==> config.mk <==
export PLATFORM = sky130hd
export DESIGN_NAME = alu_operand_loader
export DESIGN_NICKNAME = d
export VERILOG_FILES = /design/src/rtl/alu_operand_loader.sv
export SDC_FILE = /design/constraint.sdc
export NUM_CORES = 1
export LEC_CHECK = 0
export BUFFER_PORTS_ARGS = -buffer_cell sky130_fd_sc_hd__buf_4
export CORE_UTILIZATION = 54
export CTS_CLUSTER_DIAMETER = 150
export DETAILED_ROUTE_END_ITERATION = 8
export GPL_TIMING_DRIVEN = 0
export PLACE_DENSITY_LB_ADDON = 0.08
export SYNTH_ARGS = -nofsm -noshare
export SYNTH_HDL_FRONTEND = slang
export SYNTH_SLANG_ARGS = --single-unit
==> constraint.sdc <==
create_clock -name i_clock -period 2.65 [get_ports i_clock]
set_input_delay 0.53 -clock i_clock [delete_from_list [all_inputs] [get_ports i_clock]]
set_output_delay 0.53 -clock i_clock [all_outputs]
set_load 0.005 [all_outputs]
==> src/rtl/alu_operand_loader.sv <==
// Button/switch front end for the 8-bit ALU: debounced presses load A -> B -> opcode in order.
// Optional saturating error counter on o_err_count when ALU_LOADER_ERRCNT_EN is defined.
module alu_operand_loader #(
  parameter int unsigned BUS_SIZE        = 8,
  parameter int unsigned OPCODE_SIZE     = 6,
  parameter int unsigned DEBOUNCE_CYCLES = 500000
) (
  input  logic                   i_clock,
  input  logic                   i_reset_n,
  input  logic                   i_boton1,
  input  logic                   i_boton2,
  input  logic                   i_boton3,
  input  logic [BUS_SIZE-1:0]    i_swiches,
  output logic [BUS_SIZE-1:0]    o_datoA,
  output logic [BUS_SIZE-1:0]    o_datoB,
  output logic [OPCODE_SIZE-1:0] o_opcode,
  output logic                   o_valid,
  output logic [1:0]             o_state,
`ifdef ALU_LOADER_ERRCNT_EN
  output logic                   o_seq_error,
  output logic [7:0]             o_err_count
`else
  output logic                   o_seq_error
`endif
);

  localparam int unsigned CNT_W = $clog2(DEBOUNCE_CYCLES);
  localparam logic [OPCODE_SIZE-1:0] OP_RESET = OPCODE_SIZE'(6'b100000);

  typedef enum logic [1:0] {
    WAIT_A  = 2'd0,
    WAIT_B  = 2'd1,
    WAIT_OP = 2'd2
  } state_t;

  logic [2:0] raw;
  logic [2:0] press;

  assign raw = {i_boton3, i_boton2, i_boton1};

  // Per button: 2-FF synchroniser, stability counter, rising-edge detect on the clean level.
  for (genvar g = 0; g < 3; g++) begin : g_btn
    logic             sync1;
    logic             sync2;
    logic             deb;
    logic             deb_q;
    logic [CNT_W-1:0] cnt;

    always_ff @(posedge i_clock or negedge i_reset_n) begin
      if (!i_reset_n) begin
        sync1 <= 1'b0;
        sync2 <= 1'b0;
        deb   <= 1'b0;
        deb_q <= 1'b0;
        cnt   <= '0;
      end else begin
        sync1 <= raw[g];
        sync2 <= sync1;
        deb_q <= deb;
        if (sync2 == deb) begin
          cnt <= '0;
        end else if (cnt == CNT_W'(DEBOUNCE_CYCLES - 1)) begin
          deb <= sync2;
          cnt <= '0;
        end else begin
          cnt <= cnt + CNT_W'(1);
        end
      end
    end

    assign press[g] = deb & ~deb_q;
  end

  state_t                 state;
  state_t                 state_next;
  logic [BUS_SIZE-1:0]    a_next;
  logic [BUS_SIZE-1:0]    b_next;
  logic [OPCODE_SIZE-1:0] op_next;
  logic                   valid_next;
  logic                   err_next;

  // Only the expected button advances; any other pulse in the same cycle flags an error.
  always_comb begin
    state_next = state;
    a_next     = o_datoA;
    b_next     = o_datoB;
    op_next    = o_opcode;
    valid_next = 1'b0;
    err_next   = 1'b0;
    case (state)
      WAIT_A: begin
        err_next = press[1] | press[2];
        if (press[0]) begin
          a_next     = i_swiches;
          state_next = WAIT_B;
        end
      end
      WAIT_B: begin
        err_next = press[0] | press[2];
        if (press[1]) begin
          b_next     = i_swiches;
          state_next = WAIT_OP;
        end
      end
      WAIT_OP: begin
        err_next = press[0] | press[1];
        if (press[2]) begin
          op_next    = i_swiches[OPCODE_SIZE-1:0];
          valid_next = 1'b1;
          state_next = WAIT_A;
        end
      end
      default: state_next = WAIT_A;
    endcase
  end

  always_ff @(posedge i_clock or negedge i_reset_n) begin
    if (!i_reset_n) begin
      state       <= WAIT_A;
      o_datoA     <= '0;
      o_datoB     <= '0;
      o_opcode    <= OP_RESET;
      o_valid     <= 1'b0;
      o_seq_error <= 1'b0;
    end else begin
      state       <= state_next;
      o_datoA     <= a_next;
      o_datoB     <= b_next;
      o_opcode    <= op_next;
      o_valid     <= valid_next;
      o_seq_error <= err_next;
    end
  end

  assign o_state = state;

`ifdef ALU_LOADER_ERRCNT_EN
  always_ff @(posedge i_clock or negedge i_reset_n) begin
    if (!i_reset_n) begin
      o_err_count <= 8'd0;
    end else if (err_next && (o_err_count != 8'hFF)) begin
      o_err_count <= o_err_count + 8'd1;
    end
  end
`endif

endmodule
==> results of run 1 <==
[report_power, final]
| part | total [uW] | internal [uW] | switching [uW] |
|---|---|---|---|
| Combinational | 130 | 59.2 | 70.8 |
| Sequential | 1500 | 1480 | 22.7 |
| Clock | 965 | 486 | 479 |
[routing by layer]
| metal | global-route usage (%) | routed length [um] |
|---|---|---|
| met1 | 26.5 | 3740 |
| met5 | 0 | 0 |
| met4 | 8.86 | 106 |
| met3 | 2.85 | 166 |
| met2 | 33.4 | 3750 |
[stage by stage]
stage / setup slack, ns / total power, uW / std cells
finish: 0.415 / 2600 / 538
global placement: 0.446 / 1660 / 523
global route: 0.221 / 2720 / 538
detailed placement: 0.442 / 1670 / 523
CTS: 0.395 / 2640 / 538
floorplan: 0.666 / 1580 / 383
[flip-flops by register name (all words and copies together), names as in the netlist, 2 cells and up]
name and cells:
g_btn.cnt 57, o_datoA 8, o_datoB 8, o_opcode 6
g_btn.deb 3, g_btn.deb_q 3, g_btn.sync1 3, g_btn.sync2 3
o_state 2
[worst paths after layout]
kind,start,endpoint
setup / recovery,g_btn[2].cnt[0],g_btn[2].cnt[7]
setup reg to reg,g_btn[2].cnt[0],g_btn[2].cnt[7]
max in group asynchronous,i_reset_n,o_datoA[3]
min in group asynchronous,i_reset_n,g_btn[2].cnt[13]
hold reg to reg,g_btn[2].sync1,g_btn[2].sync2
hold / removal,i_boton3,g_btn[2].sync1
[Yosys cell counts (all sizes together)]
library cell	n	area, um^2
o2bb2ai	1	8.76
and2	5	31.3
nand4	15	100
o21a	1	7.51
mux2i	2	20.0
dfrtp	94	2350
o31ai	8	73.8
a21oi	16	83.8
nand3b	2	15.0
xor2	15	131
or4b	2	20.0
clkbuf	2	7.51
or2	1	6.26
nor3b	1	7.51
o21ai	11	66.3
nor2	48	180
nor2b	3	18.8
xnor2	25	219
nand2	19	71.3
nor4	10	62.6
a21bo	1	10.0
inv	13	48.8
ha	7	87.6
dfstp	1	26.3
or4	10	82.6
and3	1	6.26
and4	5	43.8
nand3	20	105
or3	8	50.1
nor3	5	25.0
buf	3	23.8
mux2	25	282
nor4bb	1	10.0
nand2b	2	12.5
[cell families after synthesis]
group | count (synthesis) | share of synthesized area [%]
AOI/OAI and AO/OA | 38 | 5.82
xor gates and xnor gates | 40 | 8.15
adders and majority gates | 7 | 2.04
buffers and inverters | 18 | 1.86
DFF | 95 | 55.4
muxes | 27 | 7.02
and+or+nand+nor | 158 | 19.7
[layout make-up]
class                   count  area, um^2  area share [%]
flip-flops and latches     95        2380            48.4
well taps                 102         128            2.60
clock inverters             4        53.8            1.09
inverters                  13        48.8           0.993
repair buffers             38         285            5.80
clock buffers              11         151            3.08
plain buffers               5        31.3           0.636
multi-input cells         270        1840            37.4
==> impl_metrics.ini, run 1 <==
[pwr]
power.density_nw_per_um2 = 529
power_leakage_uw = 0.00208
peakVddDrop_mv = 0.298

[sta]
finalClockSkew_ns = 0.00920
setup_viol = 0
final.period_utilization_pct = 84.4
rsz0062_at_grt = false
period_minus_slack_ns = 2.24
tightest_slew_ns = 1.17
setup_tns_ns = 0
slew_headroom_pct = 22.2
hold_viol_final = 0
drv_slew = 0
max_freq_ghz = 0.447
hold_ws_ns = 0.284

[floorplanning]
core_um2 = 7730
ios = 39
dieArea_um2 = 8320
start_util_pct = 55.6
fp.dieW_um = 91.2
die_h_um = 91.2
rows = 32

[setup_path]
critPathMaxStageDelay_ns = 0.55
cp-start-kind = register
worstPathRequired_ns = 2.87
end_kind = register
path_class = register to register
reg2reg_slack_ns = 0.41
path_buf_inv = 1
crit_path_top_delay_cell = o21ai_1
path_cells = ha_1, and4_1, nand4_1, o21ai_1, clkbuf_1, nor2_1
crit_arrival_ns = 2.46
path_delay_family = compound AO/OA/AOI/OAI gates
reg2reg_depth = 6
cp_max_fo = 10
path_depth = 6

[final_layout]
syn_to_final_growth_pct = 14.4
mostFrequentLayoutCell = dfrtp_1
final_area_um2 = 4910
post-route-util_pct = 63.6
drive_gt1_share_pct = 21.1
nets = 452
antennaDiodeCount = 0
nFillCells = 631
layout_common_cells = 94 x dfrtp_1, 48 x nor2_1, 39 x buf_4

[global_route]
track_usage_pct = 20.2
grt_overflow = 0
grt_pass1_vias = 2908
grt_pass1_wl_um = 13300
antenna_found_initial = 0
grt_max_degree = 96

[route]
vias_per_cell = 5.49
drt-total-wl_um = 7760
route.detailed.drc = 0
drtIter0Drc = 130
wire_per_inst_um = 14.4
routed-via-count = 2954
firstDrtPassIters = 4
ant_nets = 0

[run_status]
outcome = finished clean

[clocking]
postCtsHoldBufs = 0
cts_max_path_buffers = 2
cts.sinks = 95
post_cts_buffers = 0
path_clk_slew_ns = 0.09
htreeDepth = 3
clk_latency_ns = 0.35
root_buffer = clkbuf_8
cts_tree = yes
cts_buffers = 9
post_cts_resized = 0

[run]
cap_viol_max_count = 0

[synth]
synthCells = 383
synth-seq-cells = 95
syn_area_um2 = 4300
syn-num-nets = 403
syn-mean-instance-area_um2 = 11.2
seq_area_frac_synth_pct = 55.4
yosys_warnings = 0
synth.distinct_cells = 44

[place]
dpl_cell_area_um2 = 4710
place_congestion = 0.802
io_buffers = 38
dp_hpwl_um = 5210

[hold_path]
hold_class = input pin to register
hold_depth = 1
Note: power is estimated with default switching activity, not from simulation.
==> inputs of run 2 (changes only) <==
==> constraint.sdc (replaced) <==
create_clock -name i_clock -period 2.32 [get_ports i_clock]
set_input_delay 0.464 -clock i_clock [delete_from_list [all_inputs] [get_ports i_clock]]
set_output_delay 0.464 -clock i_clock [all_outputs]
set_load 0.005 [all_outputs]
==> run 2 against run 1 <==
Against the previous run: sequential power increased by 15%; global-route usage unchanged; critical endpoint is now g_btn[1].cnt[14]; sequential cell count unchanged.
==> impl_metrics.ini, run 2 (same netlist as run 1, synthesis figures left out) <==
[hold_path]
hold_depth = 1
hold_end = g_btn[2].sync1
hold_start = i_boton3
hold_class = input pin to register

[run]
cap_viol_max_count = 0

[clocking]
root_buffer = clkbuf_8
postCtsHoldBufs = 0
clk_latency_ns = 0.35
cts_max_path_buffers = 2
htreeDepth = 3
cts.sinks = 95
cts_buffers = 9
cts_tree = yes
path_clk_slew_ns = 0.09

[sta]
worst_slack_ns = 0.156
setup_viol = 0
period_minus_slack_ns = 2.16
tightest_slew_ns = 1.17
final.period_utilization_pct = 93.3
max_freq_ghz = 0.462
hold_viol_final = 0
drv_slew = 0
setup_tns_ns = 0
finalClockSkew_ns = 0.00894
rsz0062_at_grt = false
slew_headroom_pct = 22.1

[setup_path]
path_class = register to register
reg2reg_slack_ns = 0.16
r2r-end = g_btn[1].cnt[14]
cp_max_fo = 10
worstReg2RegStart = g_btn[1].cnt[15]
crit_arrival_ns = 2.41
end_kind = register
reg2reg_depth = 5
cp-start-kind = register
worstPathRequired_ns = 2.57

[place]
pre_cts_slack_ns = 0.112
place_congestion = 0.802
io_buffers = 38
dp_hpwl_um = 5210

[global_route]
track_usage_pct = 20.2
grt_pass1_vias = 2908
grt_max_degree = 96
antenna_found_initial = 0
grt_overflow = 0
grt_pass1_wl_um = 13300

[pwr]
peakVddDrop_mv = 0.341
seq_power_share_pct = 57.8
p_sw_uw = 656
pwr-share-clk_pct = 37.2
p_int_uw = 2320
power_frac_comb_pct = 5.0
switching_share_pct = 22.1
power.density_nw_per_um2 = 604
power_leakage_uw = 0.00208

[final_layout]
reg_top3 = g_btn.cnt x57, o_datoA x8, o_datoB x8
syn_to_final_growth_pct = 14.5
nFillCells = 629
layout_common_cells = 94 x dfrtp_1, 48 x nor2_1, 39 x buf_4
top_register = g_btn.cnt
drive_gt1_share_pct = 21.3
post-route-util_pct = 63.6
largest_reg_flops = 57
antennaDiodeCount = 0
nets = 452
mostFrequentLayoutCell = dfrtp_1

[route]
routed-via-count = 2951
wire_per_inst_um = 14.4
firstDrtPassIters = 4
route.detailed.drc = 0
ant_nets = 0
drtIter0Drc = 128
vias_per_cell = 5.49
drt-total-wl_um = 7750

[floorplanning]
ios = 39
rows = 32
start_util_pct = 55.6
fp.dieW_um = 91.2
core_um2 = 7730
dieArea_um2 = 8320
die_h_um = 91.2

[run_status]
outcome = finished clean
==> run 2: how the worst max path moves through the flow <==
stage | startpoint | to | slack (ns) | cells past startpoint
finish | g_btn[1].cnt[15] | g_btn[1].cnt[14] | 0.16 | 5
floorplan | g_btn[0].cnt[12] | g_btn[0].deb | 0.34 | 4
CTS | g_btn[2].cnt[0] | g_btn[2].cnt[7] | 0.07 | 6
global placement | g_btn[2].cnt[0] | g_btn[2].cnt[9] | 0.12 | 6
global route | g_btn[1].cnt[15] | g_btn[1].cnt[14] | 0.0002 | 5
detailed placement | g_btn[2].cnt[0] | g_btn[2].cnt[7] | 0.11 | 6
==> run 2: what timing repair did <==
action	in CTS	in global routing
setup endpoints to repair	0	10
buffers inserted	0	0
resized for setup	0	1
==> run 2: critical path, stage by stage, from the launching register on <==
cell and delay (ns):
dfrtp_1 0.42, nand3_1 0.14, or4b_2 0.72, o31ai_4 0.45, buf_4 0.27, nor2_1 0.06
==> run 2: cell type report <==
cell class	instances	area, um^2	area share, %
buffer	5	31.3	0.636
clock buffer	11	151	3.08
clock inverter	4	53.8	1.09
inverter	13	48.8	0.992
multi-input combinational	270	1840	37.4
sequential	95	2380	48.4
tap	102	128	2.59
timing repair buffer	38	285	5.80
==> run 2: per-stage QoR <==
step	instance area (um^2)	hold slack (ns)	total power (uW)	cells
global route	4920	0.200	3100	538
finish	4920	0.216	2970	538
floorplan	4300	0.168	1810	383
detailed placement	4710	0.347	1900	523
global placement	4710	0.335	1900	523
CTS	4910	0.204	3010	538
==> run 2: metal layers <==
layer / track usage, % / vias up / part of all wire, %
met1: 26.5 / 1442 / 48
li1: - / 1458 / -
met5: 0 / - / 0
met3: 2.85 / 9 / 2.2
met2: 33.4 / 42 / 48
met4: 8.86 / 0 / 1.4
==> run 2: power by group through the flow <==
stage	combinational, uW	sequential (uW)	clock, uW
2_1_floorplan	57.4	1750	0
3_3_place_gp	150	1750	0
3_5_place_dp	152	1750	0
4_1_cts	152	1720	1140
5_1_grt	169	1720	1210
6_report	149	1720	1100
